### src/rtl/mdu_hilo.sv
// -----------------------------------------------------------------------------
// mdu_hilo
//
// Multiply/divide unit with HI/LO registers. It sits downstream of the register
// file and takes RD1/RD2 as operands A/B. MULT/MULTU/DIV/DIVU run iteratively,
// one bit per cycle for WIDTH cycles, and then take one more cycle for sign
// correction. MTHI/MTLO write HI/LO directly in a single cycle.
//
// Ports:
//   clk    in   rising-edge system clock
//   rst    in   asynchronous active-low reset; clears all state
//   start  in   request strobe, accepted only while the unit is idle
//   op     in   000 MULT, 001 MULTU, 010 DIV, 011 DIVU, 100 MTHI, 101 MTLO,
//               11x reserved (ignored)
//   A      in   operand rs (RD1)
//   B      in   operand rt (RD2)
//   busy   out  high while a multiply/divide is in flight (stalls PC/control)
//   done   out  one-cycle pulse when HI/LO take a multiply/divide result
//   HI     out  HI register (product high half / remainder)
//   LO     out  LO register (product low half / quotient)
//
// Build option:
//   MDU_FAST_MUL_EN  when defined, MULT/MULTU use a single-cycle array
//                    multiplier and skip the iterative phase; divide is
//                    unchanged. When undefined, no multiplier array exists.
// -----------------------------------------------------------------------------
module mdu_hilo #(
  parameter int WIDTH = 32
) (
  input  logic             clk,
  input  logic             rst,
  input  logic             start,
  input  logic [2:0]       op,
  input  logic [WIDTH-1:0] A,
  input  logic [WIDTH-1:0] B,
  output logic             busy,
  output logic             done,
  output logic [WIDTH-1:0] HI,
  output logic [WIDTH-1:0] LO
);

  localparam int CW = (WIDTH > 1) ? $clog2(WIDTH) : 1;

  localparam logic [2:0] OpMthi = 3'b100;
  localparam logic [2:0] OpMtlo = 3'b101;

  typedef enum logic [1:0] {
    IDLE,
    CALC,
    FIX
  } state_t;

  // Architectural and control state
  state_t             r_state;
  logic [CW-1:0]      r_cnt;
  logic               r_busy;
  logic               r_done;
  logic [WIDTH-1:0]   r_hi;
  logic [WIDTH-1:0]   r_lo;

  // Datapath state for the operation in flight.
  // r_acc holds {partial product high, multiplier} for multiply and
  // {partial remainder, dividend/quotient} for divide.
  logic [WIDTH-1:0]   r_opnd;
  logic [2*WIDTH-1:0] r_acc;
  logic [WIDTH-1:0]   r_rawA;
  logic               r_isDiv;
  logic               r_negLo;
  logic               r_negHi;
  logic               r_divZero;

  // Request decode and operand magnitudes
  logic               w_isMulOp;
  logic               w_isDivOp;
  logic               w_signedOp;
  logic [WIDTH-1:0]   w_absA;
  logic [WIDTH-1:0]   w_absB;

  // Iteration datapath
  logic [WIDTH:0]     w_mulSum;
  logic [2*WIDTH-1:0] w_mulNext;
  logic [WIDTH:0]     w_remShift;
  logic [WIDTH-1:0]   w_remSub;
  logic               w_qBit;
  logic [2*WIDTH-1:0] w_divNext;

  // Sign-correction datapath
  logic [2*WIDTH-1:0] w_prod;
  logic [2*WIDTH-1:0] w_prodFix;
  logic [WIDTH-1:0]   w_quotFix;
  logic [WIDTH-1:0]   w_remFix;
  logic [WIDTH-1:0]   w_fixHi;
  logic [WIDTH-1:0]   w_fixLo;

  assign busy = r_busy;
  assign done = r_done;
  assign HI   = r_hi;
  assign LO   = r_lo;

  // Decode the request and form operand magnitudes. The signed ops are the
  // ones with op[0]=0 among the mul/div group; the most negative value maps
  // to itself, which is the correct unsigned magnitude.
  always_comb begin
    w_isMulOp  = (op[2:1] == 2'b00);
    w_isDivOp  = (op[2:1] == 2'b01);
    w_signedOp = (op[2] == 1'b0) && (op[0] == 1'b0);
    w_absA     = (w_signedOp && A[WIDTH-1]) ? -A : A;
    w_absB     = (w_signedOp && B[WIDTH-1]) ? -B : B;
  end

  // One radix-2 step of each algorithm. Multiply adds the multiplicand into
  // the upper half when the current multiplier bit is set, then shifts right
  // with the carry. Divide shifts the next dividend bit into the remainder and
  // subtracts the divisor when it fits (restoring), shifting the quotient bit
  // in at the bottom as the dividend bits leave the top.
  always_comb begin
    w_mulSum   = {1'b0, r_acc[2*WIDTH-1:WIDTH]} +
                 (r_acc[0] ? {1'b0, r_opnd} : {(WIDTH+1){1'b0}});
    w_mulNext  = {w_mulSum, r_acc[WIDTH-1:1]};

    w_remShift = r_acc[2*WIDTH-1:WIDTH-1];
    w_qBit     = (w_remShift >= {1'b0, r_opnd});
    w_remSub   = w_remShift[WIDTH-1:0] - r_opnd;
    w_divNext  = w_qBit ? {w_remSub,               r_acc[WIDTH-2:0], 1'b1}
                        : {w_remShift[WIDTH-1:0], r_acc[WIDTH-2:0], 1'b0};
  end

  // Final product source: the iterated accumulator, or the array product of
  // the latched magnitudes when the fast multiplier is built in.
`ifdef MDU_FAST_MUL_EN
  assign w_prod = {{WIDTH{1'b0}}, r_acc[WIDTH-1:0]} * {{WIDTH{1'b0}}, r_opnd};
`else
  assign w_prod = r_acc;
`endif

  // Sign correction applied on the FIX edge. The quotient is negated when the
  // operand signs differ (truncation toward zero) and the remainder follows
  // the dividend sign. Divide by zero is overridden to all-ones/A. The signed
  // overflow case (min / -1) needs no special handling: the magnitude quotient
  // is 0x80..0 with no negation, remainder zero.
  always_comb begin
    w_prodFix = r_negLo ? -w_prod : w_prod;
    w_quotFix = r_negLo ? -r_acc[WIDTH-1:0] : r_acc[WIDTH-1:0];
    w_remFix  = r_negHi ? -r_acc[2*WIDTH-1:WIDTH] : r_acc[2*WIDTH-1:WIDTH];
    if (!r_isDiv) begin
      w_fixHi = w_prodFix[2*WIDTH-1:WIDTH];
      w_fixLo = w_prodFix[WIDTH-1:0];
    end else if (r_divZero) begin
      w_fixHi = r_rawA;
      w_fixLo = {WIDTH{1'b1}};
    end else begin
      w_fixHi = w_remFix;
      w_fixLo = w_quotFix;
    end
  end

  // Control FSM with registered outputs. Requests are only looked at in IDLE,
  // so a start while busy is simply dropped. HI/LO change only on MTHI/MTLO
  // accept or on the FIX edge, so old values stay readable during CALC.
  always_ff @(posedge clk or negedge rst) begin
    if (!rst) begin
      r_state   <= IDLE;
      r_cnt     <= '0;
      r_busy    <= 1'b0;
      r_done    <= 1'b0;
      r_hi      <= '0;
      r_lo      <= '0;
      r_opnd    <= '0;
      r_acc     <= '0;
      r_rawA    <= '0;
      r_isDiv   <= 1'b0;
      r_negLo   <= 1'b0;
      r_negHi   <= 1'b0;
      r_divZero <= 1'b0;
    end else begin
      r_done <= 1'b0;
      case (r_state)
        IDLE: begin
          if (start) begin
            if (op == OpMthi) begin
              r_hi <= A;
            end else if (op == OpMtlo) begin
              r_lo <= A;
            end else if (w_isMulOp || w_isDivOp) begin
              r_opnd    <= w_absB;
              r_acc     <= {{WIDTH{1'b0}}, w_absA};
              r_rawA    <= A;
              r_isDiv   <= w_isDivOp;
              r_negLo   <= w_signedOp && (A[WIDTH-1] ^ B[WIDTH-1]);
              r_negHi   <= w_isDivOp && w_signedOp && A[WIDTH-1];
              r_divZero <= w_isDivOp && (B == '0);
              r_cnt     <= '0;
              r_busy    <= 1'b1;
`ifdef MDU_FAST_MUL_EN
              r_state   <= w_isMulOp ? FIX : CALC;
`else
              r_state   <= CALC;
`endif
            end
          end
        end

        CALC: begin
          r_acc <= r_isDiv ? w_divNext : w_mulNext;
          if (r_cnt == CW'(WIDTH-1)) begin
            r_state <= FIX;
          end else begin
            r_cnt <= r_cnt + 1'b1;
          end
        end

        FIX: begin
          r_hi    <= w_fixHi;
          r_lo    <= w_fixLo;
          r_busy  <= 1'b0;
          r_done  <= 1'b1;
          r_state <= IDLE;
        end

        default: begin
          r_state <= IDLE;
        end
      endcase
    end
  end

endmodule

### config.mk
export PLATFORM = sky130hd
export DESIGN_NAME = mdu_hilo
export DESIGN_NICKNAME = d
export VERILOG_FILES = /design/src/rtl/mdu_hilo.sv
export SDC_FILE = /design/constraint.sdc
export NUM_CORES = 1
export LEC_CHECK = 0
export CAP_MARGIN = 20
export CORE_MARGIN = 1.5
export CORE_UTILIZATION = 50
export CTS_CLUSTER_DIAMETER = 120
export DETAILED_ROUTE_END_ITERATION = 7
export PLACE_DENSITY_LB_ADDON = 0.08
export SLEW_MARGIN = 20
export SYNTH_ARGS = -nofsm -noshare
export SYNTH_HDL_FRONTEND = slang
export SYNTH_SLANG_ARGS = --single-unit
### constraint.sdc
create_clock -name clk -period 3.3 [get_ports clk]
set_clock_uncertainty 0.1 [all_clocks]
set_input_delay 0.66 -clock clk [delete_from_list [all_inputs] [get_ports clk]]
set_output_delay 0.66 -clock clk [all_outputs]
set_load 0.05 [all_outputs]
== Word level (Yosys, flattened, before mapping) ==
Cells that the tools add are included.

* Equal/unequal tests: 14
* $lt $le $gt $ge: 1
* Reduce and logical (&&, ||, !) cells: 20
* Bitwise gates (word level): 5
* Add/subtract/negate cells: 8
* Muxes and demuxes: 42

{| class="wikitable"
|+ Operator list
! cell !! count
|-
| 32-bit two-way mux || 14
|-
| 64-bit two-way mux || 7
|-
| 32-bit negator || 4
|-
| 32-bit one-hot mux with 2 select lines || 2
|-
| 64-bit one-hot mux with 2 select lines || 1
|-
| 64-bit negator || 1
|-
| 32-bit by 32-bit adder with 33-bit output || 1
|-
| 33-bit by 32-bit greater-or-equal comparator with 1-bit output || 1
|-
| 32-bit logical NOT || 1
|-
| 32-bit subtractor || 1
|-
| 5-bit two-way mux || 5
|-
| 5-bit AND reduction || 4
|-
| 2-bit inequality test, second input constant || 8
|-
| 2-bit two-way mux || 5
|-
| 5-bit one-hot mux with 2 select lines || 1
|-
| 1-bit logical AND || 7
|-
| 3-bit == test, second input constant || 2
|-
| 6-bit AND reduction || 1
|-
| 5-bit by 1-bit adder with 5-bit output, second input constant || 1
|-
| 5-bit == test, second input constant || 1
|-
| 1-bit two-way mux || 5
|-
| 2-bit by 1-bit == test with 1-bit output, second input constant || 2
|-
| 2-bit logical NOT || 2
|-
| 1-bit inverter || 4
|-
| 8 further kinds || 9
|}

* Output and inout bits: 66
* Logic and storage cells: 103
* Register bits: 205
* Input bits: 70

== Depth between registers and ports, before layout ==
Gate-level depths: netlist of run 1.

* Depth in word-level cells: 9
* Depth in mapped cells: 14

== Least setup slack after synthesis of run 1 ==
OpenSTA, ideal clock, no wires.

* Kind: reg2reg
* Start point: register r_acc[0]
* End point: register r_acc[58]
* Arrival time: 3151 ps
* Slack: -87 ps
* Data required time: 3064 ps
* Stages on the path, launching flop included: 14
* Setup time: 136 ps
* Buffers on the path: 1
* Path through: dfrtp_1 > inv_1 > clkbuf_1 > nor2_1 > ha_1 > o21ai_0 > o21ai_0 > a311oi_1 > a31o_2 > a2111oi_0 > o21ai_0 > xnor2_1 > a221oi_1 > o21ai_0

* Word-level cells in the longest chain between the ends: 4

{| class="wikitable"
|+ Ends and longest elaborated chain
! element !! line !! text
|-
| from (decl) || 65 || <nowiki>logic [2*WIDTH-1:0] r_acc;</nowiki>
|-
| from (signal assigned) || 186 || <nowiki>r_acc <= {{WIDTH{1'b0}}, w_absA};</nowiki>
|-
| from (signal assigned) || 204 || <nowiki>r_acc <= r_isDiv ? w_divNext : w_mulNext;</nowiki>
|-
| 32-bit two-way mux || 118 || <nowiki>(r_acc[0] ? {1'b0, r_opnd} : {(WIDTH+1){1'b0}});</nowiki>
|-
| 32-bit by 32-bit adder with 33-bit output || 117 || <nowiki>w_mulSum = {1'b0, r_acc[2*WIDTH-1:WIDTH]} +</nowiki>
|-
| 64-bit two-way mux || 204 ||
|-
| 64-bit one-hot mux with 2 select lines || 177 || <nowiki>case (r_state)</nowiki>
|}

Every way passes these cells.
A chain may end at the register's enable or synchronous reset.

== Final worst setup path of run 1 ==
* Start point: register r_acc[0]
* End point: register r_acc[62]

The elaborated chain is that of the path after synthesis.

==> metrics.md, run 1 <==
| Metric | Value |
|---|---|
| Status | `completed` |
| Root Driver | `clkbuf_16` |
| Port Buffers | `around 140` |
| Synth top area share | `31.4%` |
| Tmin final | `around 3.3 ns` |
| Switching power total | `approximately 12000 µW` |
| Peak VDD IR | `~640 µV` |
| Leak Pwr | `between 0.009 and 0.01 µW` |
| Number of buffers created by CTS | `25` |
| Max FO, Critical Path | `10` |
| Combinational Power Share | `between 60% and 70%` |
| Prevailing post-synth register cell | `dfrtp_1` |
| Total global routing overflow | `0` |
| HPWL Detailed | `~45 mm` |
| Fmax | `roughly 300 MHz` |
| Hold Slack | `around 0.37 ns` |
| Final ANT Viol Nets | `0` |
| Ant. Diodes | `0` |
| Clk_lat worst skew | `0.56 ns` |
| CTS tree | `built` |
| RSZ-0062 raised after global routing | `yes` |
| #FFs+latches synth | `205` |
| Avg Cell Area, Syn | `approximately 7.8 µm²` |
| First-pass GRT wire length | `a little over 90 mm` |
| Avg Vias per Cell | `5.98` |
| Worst R2R Path Depth | `13` |
| Num Clock Sinks | `roughly 210` |
| Layout cell share with drive strength beyond 1 | `~17%` |
| Starting density of the core | `between 50 and 60%` |
| Reg area | `between 5000 and 6000 µm²` |
| Tot Pwr | `approximately 26000 µW` |
| Syn_nets | `between 2k and 2.5k` |
| Io pins | `~140` |
| H-tree depth | `1` |
| Period Utilization, post-route | `99.6%` |
| Core footprint | `roughly 32000 µm²` |
| Slew Viols, Final | `0` |
| Filler Cell Count | `~2.8k` |
| Unique cell type count in the Yosys netlist | `~80` |
| Die Y | `between 150 and 200 µm` |
| CTS Buffer Depth | `3` |
| Asr flop ratio synth | `between 90% and 100%` |
| Vias in the first global route | `16.2k` |
| Drt drc | `0` |
| Crit-path cells | `inv_4 > buf_12 > buf_4 > clkbuf_16 > nor2_1 > ha_1 > or2_2 > a211oi_2 > a21oi_2 > a211o_1 > xnor2_2 > o32ai_2 > a32o_1` |
| DR iter-0 viols | `approximately 1.4k` |
| Hold path cells | `2` |
| Post-Syn Instances | `2100` |
| Largest net degree at the start of global routing | `65` |
| Multi-input gate area | `approximately 11000 µm²` |
| Die area | `33800 µm²` |
| Crit. path cell count | `13` |
| Final wirelength | `about 61 mm` |
| CP delay by family, top | `compound AO/OA/AOI/OAI gates` |
| Worst slew pin tran | `between 0.6 and 0.7 ns` |
| Initial antenna violation count | `1` |
| Setup_tns | `0 ns` |
| Max-slew headroom | `54.8%` |
| Critical Path End Type | `register` |
| Worst hold-check path type | `register to register` |
| Sequential fraction of the synthesis area | `a little under a third` |
| Synth Warn # | `0` |
| Sequential power share | `18.4%` |
| # setup viols final | `0` |
| Post-synth EDFFs | `0` |
| Area grow syn2layout | `30.1%` |
| Die Wd | `around 180 µm` |
| Post-synth top area cell | `dfrtp_1` |
| Avg WL per Cell | `approximately 21 µm` |
| CP Data Required Time | `3.64 ns` |
| Internal power | `around 13000 µW` |
| Switch share | `47.8%` |
| Total Nets Final | `2544` |
| Clock network power share | `a little under an eighth` |
| Synth cell count leaders | `354 x nand2_1, 247 x o21ai_0, 205 x dfrtp_1` |
| Final Wtd Congestion | `just under 1` |
| Synth area leaders | `dfrtp_1 31%, nand2_1 8.1%, o21ai_0 7.6%` |
| CP Launch Type | `register` |
| WP buf/inv | `4` |
| Most frequent cell after synthesis | `nand2_1` |
| Slowest CP cell | `dfrtp_1` |
| GR Util All Layers | `35.2%` |
| Total number of vias | `around 17k` |
| WS Path Type | `register to register` |
| Pwr dens | `roughly 1200 nW/µm²` |
| Pre-antenna DRT Iters | `7` |
| Max-cap violations | `0` |
| Clock-pin slew on the worst setup and hold paths | `0.06 ns` |
| Worst path max stage delay | `about 0.44 ns` |
| Post-synthesis cell area | `approximately 16000 µm²` |
| Worst EP arrival | `roughly 3.6 ns` |
| Hold Fails Final Rpt | `0` |
| Row Count | `66` |
## state kept, by name, indices dropped and copies added, names as in the netlist, 2 cells and up
name and count:
r_acc 64, r_rawA 32, r_state 2, r_cnt 5, LO 32, HI 32
r_opnd 32
## power groups by stage
stage	logic [µW]	registers, µW	clock network, µW
4_1_cts	16900	4630	3080
3_5_place_dp	16600	4660	0
3_3_place_gp	16300	4620	0
6_report	17800	4690	3040
5_1_grt	19300	4800	3170
2_1_floorplan	9650	5550	0
## metrics by stage
stage	utilization, %	cells	worst slack [ns]	cell area (µm²)
4_1_cts	64.3	2853	0.000974	20800
5_1_grt	65.7	2863	-0.0863	21300
6_report	65.7	2863	0.0124	21300
3_5_place_dp	61.2	2801	-0.233	19800
2_1_floorplan	-	2100	0.0119	16300
3_3_place_gp	61.2	2801	-0.248	19800
## path summary, 6_finish.rpt
| kind | startpoint | end | slack, ns |
|---|---|---|---|
| max | r_acc[0] | r_acc[62] | 0.01 |
| min | LO[13] | LO[13] | 0.37 |
| max reg2reg | r_acc[0] | r_acc[62] | 0.01 |
| min reg2reg | LO[13] | LO[13] | 0.37 |
| max in group asynchronous | rst | LO[15] | 1.72 |
| min in group asynchronous | rst | r_rawA[11] | 0.56 |
## layer usage
layer  global-route usage, %  part of all wire [%]  vias to the layer above
li1                        -                     -                     8094
met1                    44.9                    41                     8182
met2                    58.7                    47                      704
met3                    4.42                   6.8                      148
met4                    18.1                   5.8                        2
met5                       0                 0.030                        -
## placed cells by master, fill, tap and decap left out, types with 27 or more instances in the layout
cell	count
a21oi_1	127
a21o_1	38
inv_1	69
dfrtp_1	200
o21ai_0	236
nor3_1	30
buf_4	262
mux2i_1	61
clkdlybuf4s50_1	134
xnor2_1	119
nand2_1	354
nor2_1	146
xor2_1	46
nand3_1	30
o31ai_1	27
clkbuf_16	27
o22ai_1	39
ha_1	62
## layout make-up
cell class | instances | area share (%)
Clock buffer | 35 | 3.40
Clock inverter | 11 | 0.795
Inverter | 75 | 1.34
Multi-Input combinational cell | 1683 | 50.8
Sequential cell | 205 | 24.2
Tap cell | 442 | 2.60
Timing Repair Buffer | 412 | 16.9
## logic make-up (layout without fill, tap and decap cells)
| group | count (synthesis) | after routing | synth area share [%] |
|---|---|---|---|
| flip-flops | 205 | 205 | 31.4 |
| multiplexers | 69 | 69 | 4.29 |
| AO/OA/AOI/OAI | 667 | 667 | 25.2 |
| XOR/XNOR | 166 | 166 | 8.90 |
| adder cells (fa/ha/maj) | 72 | 72 | 5.61 |
| buffers and inverters | 212 | 533 | 5.13 |
| AND/OR/NAND/NOR | 709 | 709 | 19.5 |
## what timing repair did
item	CTS	global route
hold buffers	1	0
buffers inserted	5	8
gates resized for setup	17	73
endpoints found under the setup margin	32	40
pin swaps	4	23
gates cloned	0	2
hold endpoints to repair	13	0
## worst min-delay path, cell delays in order (launching register included)
cell and delay [ns]:
dfrtp_1 0.34, nand2_1 0.04, o21ai_0 0.06
(Power assumes the default switching activity.)
==> inputs of run 2 (changes only) <==
--- a/config.mk
+++ b/config.mk
@@ -10,6 +10,7 @@
 export CORE_UTILIZATION = 50
 export CTS_CLUSTER_DIAMETER = 120
 export DETAILED_ROUTE_END_ITERATION = 7
+export MAX_ROUTING_LAYER = met4
 export PLACE_DENSITY_LB_ADDON = 0.08
 export SLEW_MARGIN = 20
 export SYNTH_ARGS = -nofsm -noshare
==> run 2 against run 1 <==
Effect of this change: the flow now finishes with violations (negative setup slack); cell count fell by 0.24%; global-route usage grew 1.3 points; total power decreased by 1.1%; critical path type unchanged; routed wire length down 0.45%.
==> metrics.md, run 2 (synthesis results as in run 1) <==
| Metric | Value |
|---|---|
| Avg WL per Cell | `21.2 µm (-0.21%)` |
| Core Util, Final | `65.1% (-0.56 points)` |
| Vias in the first global route | `16.5k (+1.9%)` |
| Setup WS post-layout | `-0.0551 ns (-0.0676 ns)` |
| Final Wtd Congestion | `0.992 (+0.45%)` |
| CP Launch Type | `register` |
| WS Path Type | `register to register` |
| Number of buffers created by CTS | `26 (+4.0%)` |
| Ant. Diodes | `0 (unchanged)` |
| Switch share | `48.2% (+0.41 points)` |
| Max FO, Critical Path | `7 (-3)` |
| Io pins | `136 (unchanged)` |
| Worst EP arrival | `3.69 ns (+0.06 ns)` |
| Reg area | `5140 µm² (about the same)` |
| Hold Fails Final Rpt | `0 (unchanged)` |
| CTS tree | `built` |
| Switching power total | `12200 µW (-0.28%)` |
| Die area | `33800 µm² (unchanged)` |
| Die Wd | `184 µm (unchanged)` |
| Starting density of the core | `50.5% (unchanged)` |
| Num Clock Sinks | `205 (unchanged)` |
| Die Y | `184 µm (unchanged)` |
| Internal power | `13100 µW (-1.9%)` |
| Hold Slack | `0.375 ns (+0.00137 ns)` |
| Critical Path End Type | `register` |
| Placed inst area | `19800 µm² (-0.11%)` |
| CTS Buffer Depth | `3 (unchanged)` |
| # setup viols final | `1 (+1)` |
| Fmax | `298 MHz (-2.0%)` |
| Area grow syn2layout | `29.0%` |
| Number of flip-flops in the largest register | `64 (unchanged)` |
| Clock-pin slew on the worst setup and hold paths | `0.06 ns (about the same)` |
| Final ANT Viol Nets | `0 (unchanged)` |
| H-tree depth | `1 (unchanged)` |
| Post-Place Setup Slack | `-0.426 ns (-0.192 ns)` |
| Leak Pwr | `0.00922 µW (-1.2%)` |
| GR Util All Layers | `36.6% (+1.3 points)` |
| Biggest register | `r_acc` |
| Largest net degree at the start of global routing | `88 (+35%)` |
| Total number of vias | `17.2k (+0.30%)` |
| Initial antenna violation count | `0 (-1)` |
| CP Data Required Time | `3.64 ns (about the same)` |
| Period Utilization, post-route | `102% (+2.0 points)` |
| Pre-antenna DRT Iters | `5 (-2)` |
| Setup_tns | `-0.0551 ns (-0.0551 ns)` |
| Max-slew headroom | `49.5% (-5.3 points)` |
| Multi-input gate area | `10700 µm² (-0.41%)` |
| Peak VDD IR | `573 µV (-11%)` |
| Violated checks | `negative setup slack` |
| Filler Cell Count | `2894 (+2.2%)` |
| Port Buffers | `135 (unchanged)` |
| Worst hold-check path type | `register to register` |
| Status | `finished, violations left` |
| Worst slew pin tran | `0.755 ns (+0.0766 ns)` |
| Root Driver | `clkbuf_16` |
| Clk_lat worst skew | `0.55 ns (about the same)` |
| Final Instance Area | `21100 µm² (-0.85%)` |
| Drt drc | `0 (unchanged)` |
| Tmin final | `3.36 ns (+0.0676 ns)` |
| Slew Viols, Final | `0 (unchanged)` |
| DR iter-0 viols | `1312 (-5.5%)` |
| Avg Vias per Cell | `6.02 (+0.55%)` |
| Final wirelength | `60.4 mm (-0.45%)` |
| Sequential power share | `18.7% (+0.3 points)` |
| Most frequent cells in the layout | `354 x nand2_1, 258 x buf_4, 237 x o21ai_0, 201 x dfrtp_1, 149 x nor2_1` |
| Core footprint | `32400 µm² (unchanged)` |
| Max-cap violations | `0 (unchanged)` |
| Clock network power share | `11.4% (-0.5 points)` |
| Most common cell after layout, fill and taps aside | `nand2_1` |
| HPWL Detailed | `45.4 mm (-0.26%)` |
| RSZ-0062 raised after global routing | `yes` |
| First-pass GRT wire length | `93.5 mm (+1.2%)` |
| Combinational Power Share | `69.9% (+0.2 points)` |
| Pwr dens | `1200 nW/µm² (-0.27%)` |
| Total Nets Final | `2538 (-0.24%)` |
| Row Count | `66 (unchanged)` |
| Total global routing overflow | `0 (unchanged)` |
| Layout cell share with drive strength beyond 1 | `16.7% (-0.70 points)` |
==> run 2: cell types whose count changed in the layout (fill, tap and decap cells not counted), sizes merged <==
cell and change:
bufinv -3, clkinvlp +1, inv -1, buf -5
clkbuf +2, clkinv -1
==> run 2: critical path, stage by stage, from the launching register on <==
cell	delay (ns)
dfrtp_1	0.40
inv_2	0.15
nor2_1	0.07
ha_1	0.36
o21ai_1	0.22
o21ai_0	0.13
a311oi_1	0.41
buf_4	0.20
a31o_4	0.19
a21oi_1	0.11
a211o_1	0.31
xnor2_1	0.19
o32ai_1	0.12
a32o_1	0.27
==> run 2: power groups by stage <==
| stage | combinational (µW) | clock [µW] | sequential [µW] |
|---|---|---|---|
| final | 17700 | 2890 | 4710 |
| after global routing | 19100 | 3020 | 4830 |
| after CTS | 16900 | 2910 | 4670 |
| after detailed placement | 16600 | 0 | 4690 |
| after global placement | 16300 | 0 | 4660 |
| after floorplan | 9650 | 0 | 5550 |
==> run 2: routing by layer <==
layer / track usage [%] / wire length, µm
met1: 45.4 / 24600
met2: 59.4 / 28400
met3: 3.86 / 4040
met4: 18.5 / 3360
met5: - / 0
==> run 2: final timing paths <==
kind,to,from,cells after the start,slack (ns)
max in group asynchronous,LO[17],rst,3,1.85
hold / removal,r_rawA[29],r_rawA[29],2,0.37
setup reg to reg,r_acc[62],r_acc[0],13,-0.06
setup / recovery,r_acc[62],r_acc[0],13,-0.06
hold reg to reg,r_rawA[29],r_rawA[29],2,0.37
min in group asynchronous,done,rst,2,0.50
==> run 2: repair_timing <==
item | 4_1_cts | 5_1_grt
hold endpoints to repair | 38 | 0
resized for setup | 21 | 56
pin swaps | 3 | 23
buffers inserted | 2 | 9
hold buffers | 1 | 0
gates cloned | 0 | 0
endpoints found under the setup margin | 30 | 39
==> run 2: final cells by class <==
cell class / count / area share, %
Multi-Input combinational cell: 1683 / 51.0
Sequential cell: 205 / 24.4
Clock buffer: 39 / 3.71
Inverter: 75 / 1.34
Timing Repair Buffer: 405 / 16.6
Tap cell: 442 / 2.62
Clock inverter: 7 / 0.327
==> run 2: metrics by stage <==
step,power (µW),instances
after floorplan,15200,2100
after global placement,21000,2798
after detailed placement,21300,2798
after CTS,24500,2847
after global routing,26900,2856
final,25300,2856
